$ cat src/rtl/reset_sequencer_if.sv
// Board reset controller bus: clock-wizard/button/SOC requests in,
// staged active-low resets and debug status out.
interface reset_sequencer_if;
  logic       pll_locked_i;
  logic       button_i;
  logic       soft_rst_req_i;
  logic       periph_rst_n_o;
  logic       mem_rst_n_o;
  logic       cpu_rst_n_o;
  logic       ready_o;
  logic [2:0] state_o;
  logic [2:0] rst_cause_o;

  modport master (
    output pll_locked_i,
    output button_i,
    output soft_rst_req_i,
    input  periph_rst_n_o,
    input  mem_rst_n_o,
    input  cpu_rst_n_o,
    input  ready_o,
    input  state_o,
    input  rst_cause_o
  );

  modport slave (
    input  pll_locked_i,
    input  button_i,
    input  soft_rst_req_i,
    output periph_rst_n_o,
    output mem_rst_n_o,
    output cpu_rst_n_o,
    output ready_o,
    output state_o,
    output rst_cause_o
  );
endinterface

$ cat src/rtl/reset_sequencer.sv
// Reset sequencer: filters PLL lock, debounces the button, and releases
// peripheral, memory and CPU resets in order after any reset event.
module reset_sequencer #(
  parameter int MIN_ASSERT_CYCLES  = 64,
  parameter int LOCK_STABLE_CYCLES = 1024,
  parameter int DEBOUNCE_CYCLES    = 1_000_000,
  parameter int STAGE_DELAY_CYCLES = 16
) (
  input logic              clk,
  input logic              rst_n,
  reset_sequencer_if.slave bus
);

  localparam int MAX_A = (MIN_ASSERT_CYCLES > LOCK_STABLE_CYCLES) ?
                         MIN_ASSERT_CYCLES : LOCK_STABLE_CYCLES;
  localparam int MAX_C = (MAX_A > STAGE_DELAY_CYCLES) ?
                         MAX_A : STAGE_DELAY_CYCLES;
  localparam int CW = $clog2(MAX_C) + 1;
  localparam int DW = $clog2(DEBOUNCE_CYCLES) + 1;

  localparam logic [CW-1:0] MIN_LAST   = CW'(MIN_ASSERT_CYCLES - 1);
  localparam logic [CW-1:0] LOCK_LAST  = CW'(LOCK_STABLE_CYCLES - 1);
  localparam logic [CW-1:0] STAGE_LAST = CW'(STAGE_DELAY_CYCLES - 1);
  localparam logic [DW-1:0] DB_LAST    = DW'(DEBOUNCE_CYCLES - 1);

  typedef enum logic [2:0] {
    HOLD         = 3'd0,
    WAIT_LOCK    = 3'd1,
    STAGE_PERIPH = 3'd2,
    STAGE_MEM    = 3'd3,
    RUN          = 3'd4
  } state_t;

  state_t        state;
  logic [CW-1:0] cnt;
  logic [DW-1:0] db_cnt;
  logic          lock_m, lock_s;
  logic          btn_m, btn_s;
  logic          btn_db, btn_db_q;
  logic          periph_q, mem_q, cpu_q, ready_q;
  logic [2:0]    cause;
  logic          pll_loss;
  logic          btn_rise;
  logic [2:0]    ev;

  always_ff @(posedge clk or negedge rst_n) begin
    if (!rst_n) begin
      lock_m <= 1'b0;
      lock_s <= 1'b0;
      btn_m  <= 1'b0;
      btn_s  <= 1'b0;
    end else begin
      lock_m <= bus.pll_locked_i;
      lock_s <= lock_m;
      btn_m  <= bus.button_i;
      btn_s  <= btn_m;
    end
  end

  // Count only while a level change is pending; a bounce back clears it.
  always_ff @(posedge clk or negedge rst_n) begin
    if (!rst_n) begin
      db_cnt   <= '0;
      btn_db   <= 1'b0;
      btn_db_q <= 1'b0;
    end else begin
      btn_db_q <= btn_db;
      if (btn_s == btn_db) begin
        db_cnt <= '0;
      end else if (db_cnt == DB_LAST) begin
        btn_db <= btn_s;
        db_cnt <= '0;
      end else begin
        db_cnt <= db_cnt + 1'b1;
      end
    end
  end

  assign pll_loss = !lock_s && (state == STAGE_PERIPH ||
                                state == STAGE_MEM ||
                                state == RUN);
  assign btn_rise = btn_db && !btn_db_q;
  assign ev = {bus.soft_rst_req_i, btn_rise, pll_loss};

  always_ff @(posedge clk or negedge rst_n) begin
    if (!rst_n) begin
      state    <= HOLD;
      cnt      <= '0;
      cause    <= 3'b000;
      periph_q <= 1'b0;
      mem_q    <= 1'b0;
      cpu_q    <= 1'b0;
      ready_q  <= 1'b0;
    end else begin
      periph_q <= (state == STAGE_PERIPH) ||
                  (state == STAGE_MEM) || (state == RUN);
      mem_q    <= (state == STAGE_MEM) || (state == RUN);
      cpu_q    <= (state == RUN);
      ready_q  <= (state == RUN);
      if (|ev) begin
        state <= HOLD;
        cnt   <= '0;
        cause <= (state == HOLD) ? (cause | ev) : ev;
      end else begin
        unique case (state)
          HOLD: begin
            if (cnt == MIN_LAST && !btn_db) begin
              state <= WAIT_LOCK;
              cnt   <= '0;
            end else if (cnt != MIN_LAST) begin
              cnt <= cnt + 1'b1;
            end
          end
          WAIT_LOCK: begin
            if (!lock_s) begin
              cnt <= '0;
            end else if (cnt == LOCK_LAST) begin
              state <= STAGE_PERIPH;
              cnt   <= '0;
            end else begin
              cnt <= cnt + 1'b1;
            end
          end
          STAGE_PERIPH: begin
            if (cnt == STAGE_LAST) begin
              state <= STAGE_MEM;
              cnt   <= '0;
            end else begin
              cnt <= cnt + 1'b1;
            end
          end
          STAGE_MEM: begin
            if (cnt == STAGE_LAST) begin
              state <= RUN;
              cnt   <= '0;
            end else begin
              cnt <= cnt + 1'b1;
            end
          end
          RUN: begin
            cnt <= '0;
          end
          default: begin
            state <= HOLD;
            cnt   <= '0;
          end
        endcase
      end
    end
  end

  assign bus.periph_rst_n_o = periph_q;
  assign bus.mem_rst_n_o    = mem_q;
  assign bus.cpu_rst_n_o    = cpu_q;
  assign bus.ready_o        = ready_q;
  assign bus.state_o        = state;
  assign bus.rst_cause_o    = cause;

endmodule

$ cat src/flat_wrapper.sv
// flat-port wrapper written by rule: the top's interface ports become plain ports
module reset_sequencer_flat 
#(
  parameter int MIN_ASSERT_CYCLES  = 64,
  parameter int LOCK_STABLE_CYCLES = 1024,
  parameter int DEBOUNCE_CYCLES    = 1_000_000,
  parameter int STAGE_DELAY_CYCLES = 16
)
  (clk, rst_n, bus_pll_locked_i, bus_button_i, bus_soft_rst_req_i, bus_periph_rst_n_o, bus_mem_rst_n_o, bus_cpu_rst_n_o, bus_ready_o, bus_state_o, bus_rst_cause_o);
  reset_sequencer_if bus_i ();
  input logic clk;
  input logic rst_n;
  input wire logic [$bits(bus_i.pll_locked_i)-1:0] bus_pll_locked_i;
  input wire logic [$bits(bus_i.button_i)-1:0] bus_button_i;
  input wire logic [$bits(bus_i.soft_rst_req_i)-1:0] bus_soft_rst_req_i;
  output wire logic [$bits(bus_i.periph_rst_n_o)-1:0] bus_periph_rst_n_o;
  output wire logic [$bits(bus_i.mem_rst_n_o)-1:0] bus_mem_rst_n_o;
  output wire logic [$bits(bus_i.cpu_rst_n_o)-1:0] bus_cpu_rst_n_o;
  output wire logic [$bits(bus_i.ready_o)-1:0] bus_ready_o;
  output wire logic [$bits(bus_i.state_o)-1:0] bus_state_o;
  output wire logic [$bits(bus_i.rst_cause_o)-1:0] bus_rst_cause_o;
  assign bus_i.pll_locked_i = bus_pll_locked_i;
  assign bus_i.button_i = bus_button_i;
  assign bus_i.soft_rst_req_i = bus_soft_rst_req_i;
  assign bus_periph_rst_n_o = bus_i.periph_rst_n_o;
  assign bus_mem_rst_n_o = bus_i.mem_rst_n_o;
  assign bus_cpu_rst_n_o = bus_i.cpu_rst_n_o;
  assign bus_ready_o = bus_i.ready_o;
  assign bus_state_o = bus_i.state_o;
  assign bus_rst_cause_o = bus_i.rst_cause_o;
  reset_sequencer #(.MIN_ASSERT_CYCLES(MIN_ASSERT_CYCLES), .LOCK_STABLE_CYCLES(LOCK_STABLE_CYCLES), .DEBOUNCE_CYCLES(DEBOUNCE_CYCLES), .STAGE_DELAY_CYCLES(STAGE_DELAY_CYCLES)) u_core (.clk(clk), .rst_n(rst_n), .bus(bus_i));
endmodule
$ cat config.mk
export PLATFORM = sky130hd
export DESIGN_NAME = reset_sequencer_flat
export DESIGN_NICKNAME = d
export VERILOG_FILES = /design/src/rtl/reset_sequencer_if.sv /design/src/rtl/reset_sequencer.sv /design/src/flat_wrapper.sv
export SDC_FILE = /design/constraint.sdc
export NUM_CORES = 1
export LEC_CHECK = 0
export BUFFER_PORTS_ARGS = -buffer_cell sky130_fd_sc_hd__buf_2
export CORE_ASPECT_RATIO = 0.8
export CORE_MARGIN = 5
export CORE_UTILIZATION = 33
export CTS_CLUSTER_DIAMETER = 40
export DETAILED_ROUTE_END_ITERATION = 10
export SLEW_MARGIN = 25
export SYNTH_ARGS = -nofsm -noshare
export SYNTH_HDL_FRONTEND = slang
export SYNTH_SLANG_ARGS = --single-unit
export TNS_END_PERCENT = 50
$ cat constraint.sdc
create_clock -name clk -period 2.95 [get_ports clk]
set_input_delay 0.1475 -clock clk [delete_from_list [all_inputs] [get_ports clk]]
set_output_delay 0.1475 -clock clk [all_outputs]
set_load 0.05 [all_outputs]
==> summary.md <==
| Metric | Value |
|---|---|
| Post-CTS setup buffer count | `0` |
| GPL Wtd Cong | `0.854` |
| Nets | `about 250` |
| Root Driver | `clkbuf_8` |
| Max Cap Viol | `0` |
| Clk sinks | `47` |
| Grt ovf | `0` |
| Post-route minimum period | `1.98 ns` |
| Final Hold Fails | `0` |
| Final Power | `1.10 mW` |
| PostCTS Resize Cnt | `0` |
| Net Sw Power | `248 uW` |
| Post-Syn Area | `2340 um2` |
| CORE AREA | `between 6000 and 7000 um2` |
| Unique masters post-synth | `49` |
| Clk_lat worst skew | `0.29 ns` |
| Clock share of power | `35.4%` |
| Final setup viols | `0` |
| Status | `finished, final reports clean` |
| Final worst slack | `0.968 ns` |
| Max Freq | `504 MHz` |
| Ant. Diodes | `0` |
| YS warnings | `0` |
| Multi-input logic area | `1100 um2` |
| Leakage power | `1.14 nW` |
| Comb power frac | `4.3%` |
| Reg area | `roughly 1200 um2` |
| Post-synth top flop | `dfrtp_1` |
| First-pass GRT wire length | `between 7000 and 8000 um` |
| Worst EP arrival | `~2.1 ns` |
| Fill count | `687` |
| Met2 usage in global routing | `14.4%` |
| Post-Syn Nets | `232` |
| Sequential area share after synthesis | `roughly half` |
| Peak VDD IR | `189 uV` |
| Most frequent cells in the layout | `47 x dfrtp_1, 34 x nor2_1, 18 x nand2_1, 15 x xnor2_1` |
| Synth area leaders | `dfrtp_1 50%, xnor2_1 5.6%, nor2_1 5.5%` |
| Clock-pin transition on the worst setup and hold timing paths | `roughly 0.09 ns` |
| Total GRT Usage | `10.5%` |
| EDFF count, synth | `0` |
| Sw Share | `22.5%` |
| TritonRoute pass-1 iters | `4` |
| Area leader, netlist | `dfrtp_1` |
| Die area | `8890 um2` |
| Crit end category | `flip-flop` |
| CTS tree | `built` |
| Mapped Cells | `225` |
| Flops & latches, synth | `47` |
| Initial Util | `approximately a third` |
| Max-slew violation count | `0` |
| Commonest non-fill, non-tap cell in the layout | `dfrtp_1` |
| Slew @ Worst Pin | `0.764 ns` |
| Total CTS buffers | `5` |
| Post-synth ARST share | `100%` |
| Detailed Route WL | `4530 um` |
| Setup TNS | `0 ns` |
| GR Util met3 | `2.36%` |
| Hold/Removal Path Class | `in2reg` |
| Crit Path Category | `reg2reg` |
| Post-DR wirelength/cell | `13.7 um` |
| Share of layout cells above drive strength 1 | `16.0%` |
| Part of the power in registers | `60.3%` |
| DP HPWL | `around 3200 um` |
| DRC Markers | `0` |
| DRT iter0 DRCs | `110` |
| PwrDens | `around 420 nW/um2` |
| DRT antenna net count | `0` |
| Grt peak-use layer | `met1` |
| Met1 global-route usage | `about 16%` |
| Worst path required time | `3.11 ns` |
| CP max FO | `21` |
| Hold buffer count at cts | `3` |
| Htree depth | `2` |
| Clock skew | `0.00900 ns` |
| Element type at the critical path start | `flip-flop` |
| Ports | `15` |
| Tcrit/Tclk final | `67.2%` |
| Dpl ws | `0.945 ns` |
| Die Ht | `around 85 um` |
| Post-Syn Area per Cell | `10.4 um2` |
| Buffer depth of the longest clock path | `2` |
| Largest net degree at the start of global routing | `48` |
| Area delta synth->final | `10.8%` |
| Row Count | `27` |
| Die W | `roughly 100 um` |
| Number of global-route vias before repair | `approximately 1.6k` |
| Unrepaired setup endpoints after global routing | `no` |
| WHS | `between 0.1 and 0.15 ns` |
| Via Count | `1,691` |
| Slew Limit Headroom | `48.6%` |
| Pint | `853 uW` |
| Antenna violations before repair | `0` |
| Number of buffers added on ports | `14` |
| Area fraction of the dominant cell type after synthesis | `50.2%` |
| Vias per cell | `a little over 5` |
## routing by layer
layer | vias to the layer above | share of wire (%) | routed length (um)
li1 | 821 | - | -
met1 | 821 | 54 | 2440
met2 | 45 | 41 | 1840
met3 | 4 | 4.6 | 209
met4 | 0 | 0.88 | 40
met5 | - | 0 | 0
## registers in the layout, summed over array words and instances, names as in the netlist, 3 cells and up
signal	flops
u_core.db_cnt	21
u_core.cnt	11
u_core.bus.rst_cause_o	3
u_core.bus.state_o	3
## worst max-delay path: stages, from the launching register on
cell and delay (ns):
dfrtp_1 0.39, ha_1 0.21, and4_1 0.28, nand2_1 0.12, nor4_2 0.33, or2_2 0.42, nor2_1 0.10
## synthesized netlist by cell type, drive strengths merged, types with 2 or more instances
cell,n
nand3,13
nor4b,3
ha,2
or3,3
xor2,13
a21oi,4
xnor2,15
nand2,18
nor2b,4
nand4b,2
nor2,35
a21o,2
and3,8
nand4,5
and4,3
and4bb,3
o21ai,9
buf,5
o22ai,2
o21a,2
dfrtp,47
nor4,6
inv,5
nor3,6
## power groups by stage
stage	logic [mW]	clock network [mW]	registers [mW]
2_1_floorplan	0.0259	0	0.674
3_3_place_gp	0.0448	0	0.676
3_5_place_dp	0.0458	0	0.677
4_1_cts	0.0490	0.406	0.664
5_1_grt	0.0550	0.438	0.666
6_report	0.0469	0.390	0.664
## final timing paths
check                                   start                         to  slack [ns]  cells after the start
min reg2reg                     u_core.lock_m              u_core.lock_s        0.35                      0
max in group asynchronous               rst_n     u_core.bus.cpu_rst_n_o        2.15                      2
max reg2reg                  u_core.db_cnt[0]           u_core.db_cnt[3]        0.97                      6
min                        bus_soft_rst_req_i  u_core.bus.rst_cause_o[2]        0.12                      2
max                          u_core.db_cnt[0]           u_core.db_cnt[3]        0.97                      6
min in group asynchronous               rst_n              u_core.cnt[4]        0.39                      2
## through the flow
stage | cells | util, % | instance area [um2]
after floorplan | 225 | - | 2340
after detailed placement | 321 | 35.9 | 2480
after global routing | 331 | 37.6 | 2590
after CTS | 331 | 37.6 | 2590
after global placement | 321 | 35.9 | 2470
final | 331 | 37.6 | 2590
## area by class of cell
| type | count | area share [%] |
|---|---|---|
| sequential | 47 | 45.3 |
| inverter | 5 | 0.724 |
| timing repair buffer | 17 | 3.96 |
| multi-input combinational | 168 | 42.4 |
| clock buffer | 6 | 3.18 |
| tap | 87 | 4.20 |
| clock inverter | 1 | 0.193 |
## cells by family (layout without fill, tap and decap cells)
group	Yosys count	count (layout)	synth area share, %
DFF	47	47	50.2
buffers and inverters	10	29	2.78
muxes	2	2	0.909
AOI/OAI and AO/OA	23	23	6.95
adders and majority gates	2	2	1.07
xor gates and xnor gates	28	28	10.5
and+or+nand+nor	113	113	27.6
No activity file was read; power rests on OpenSTA's default activity.
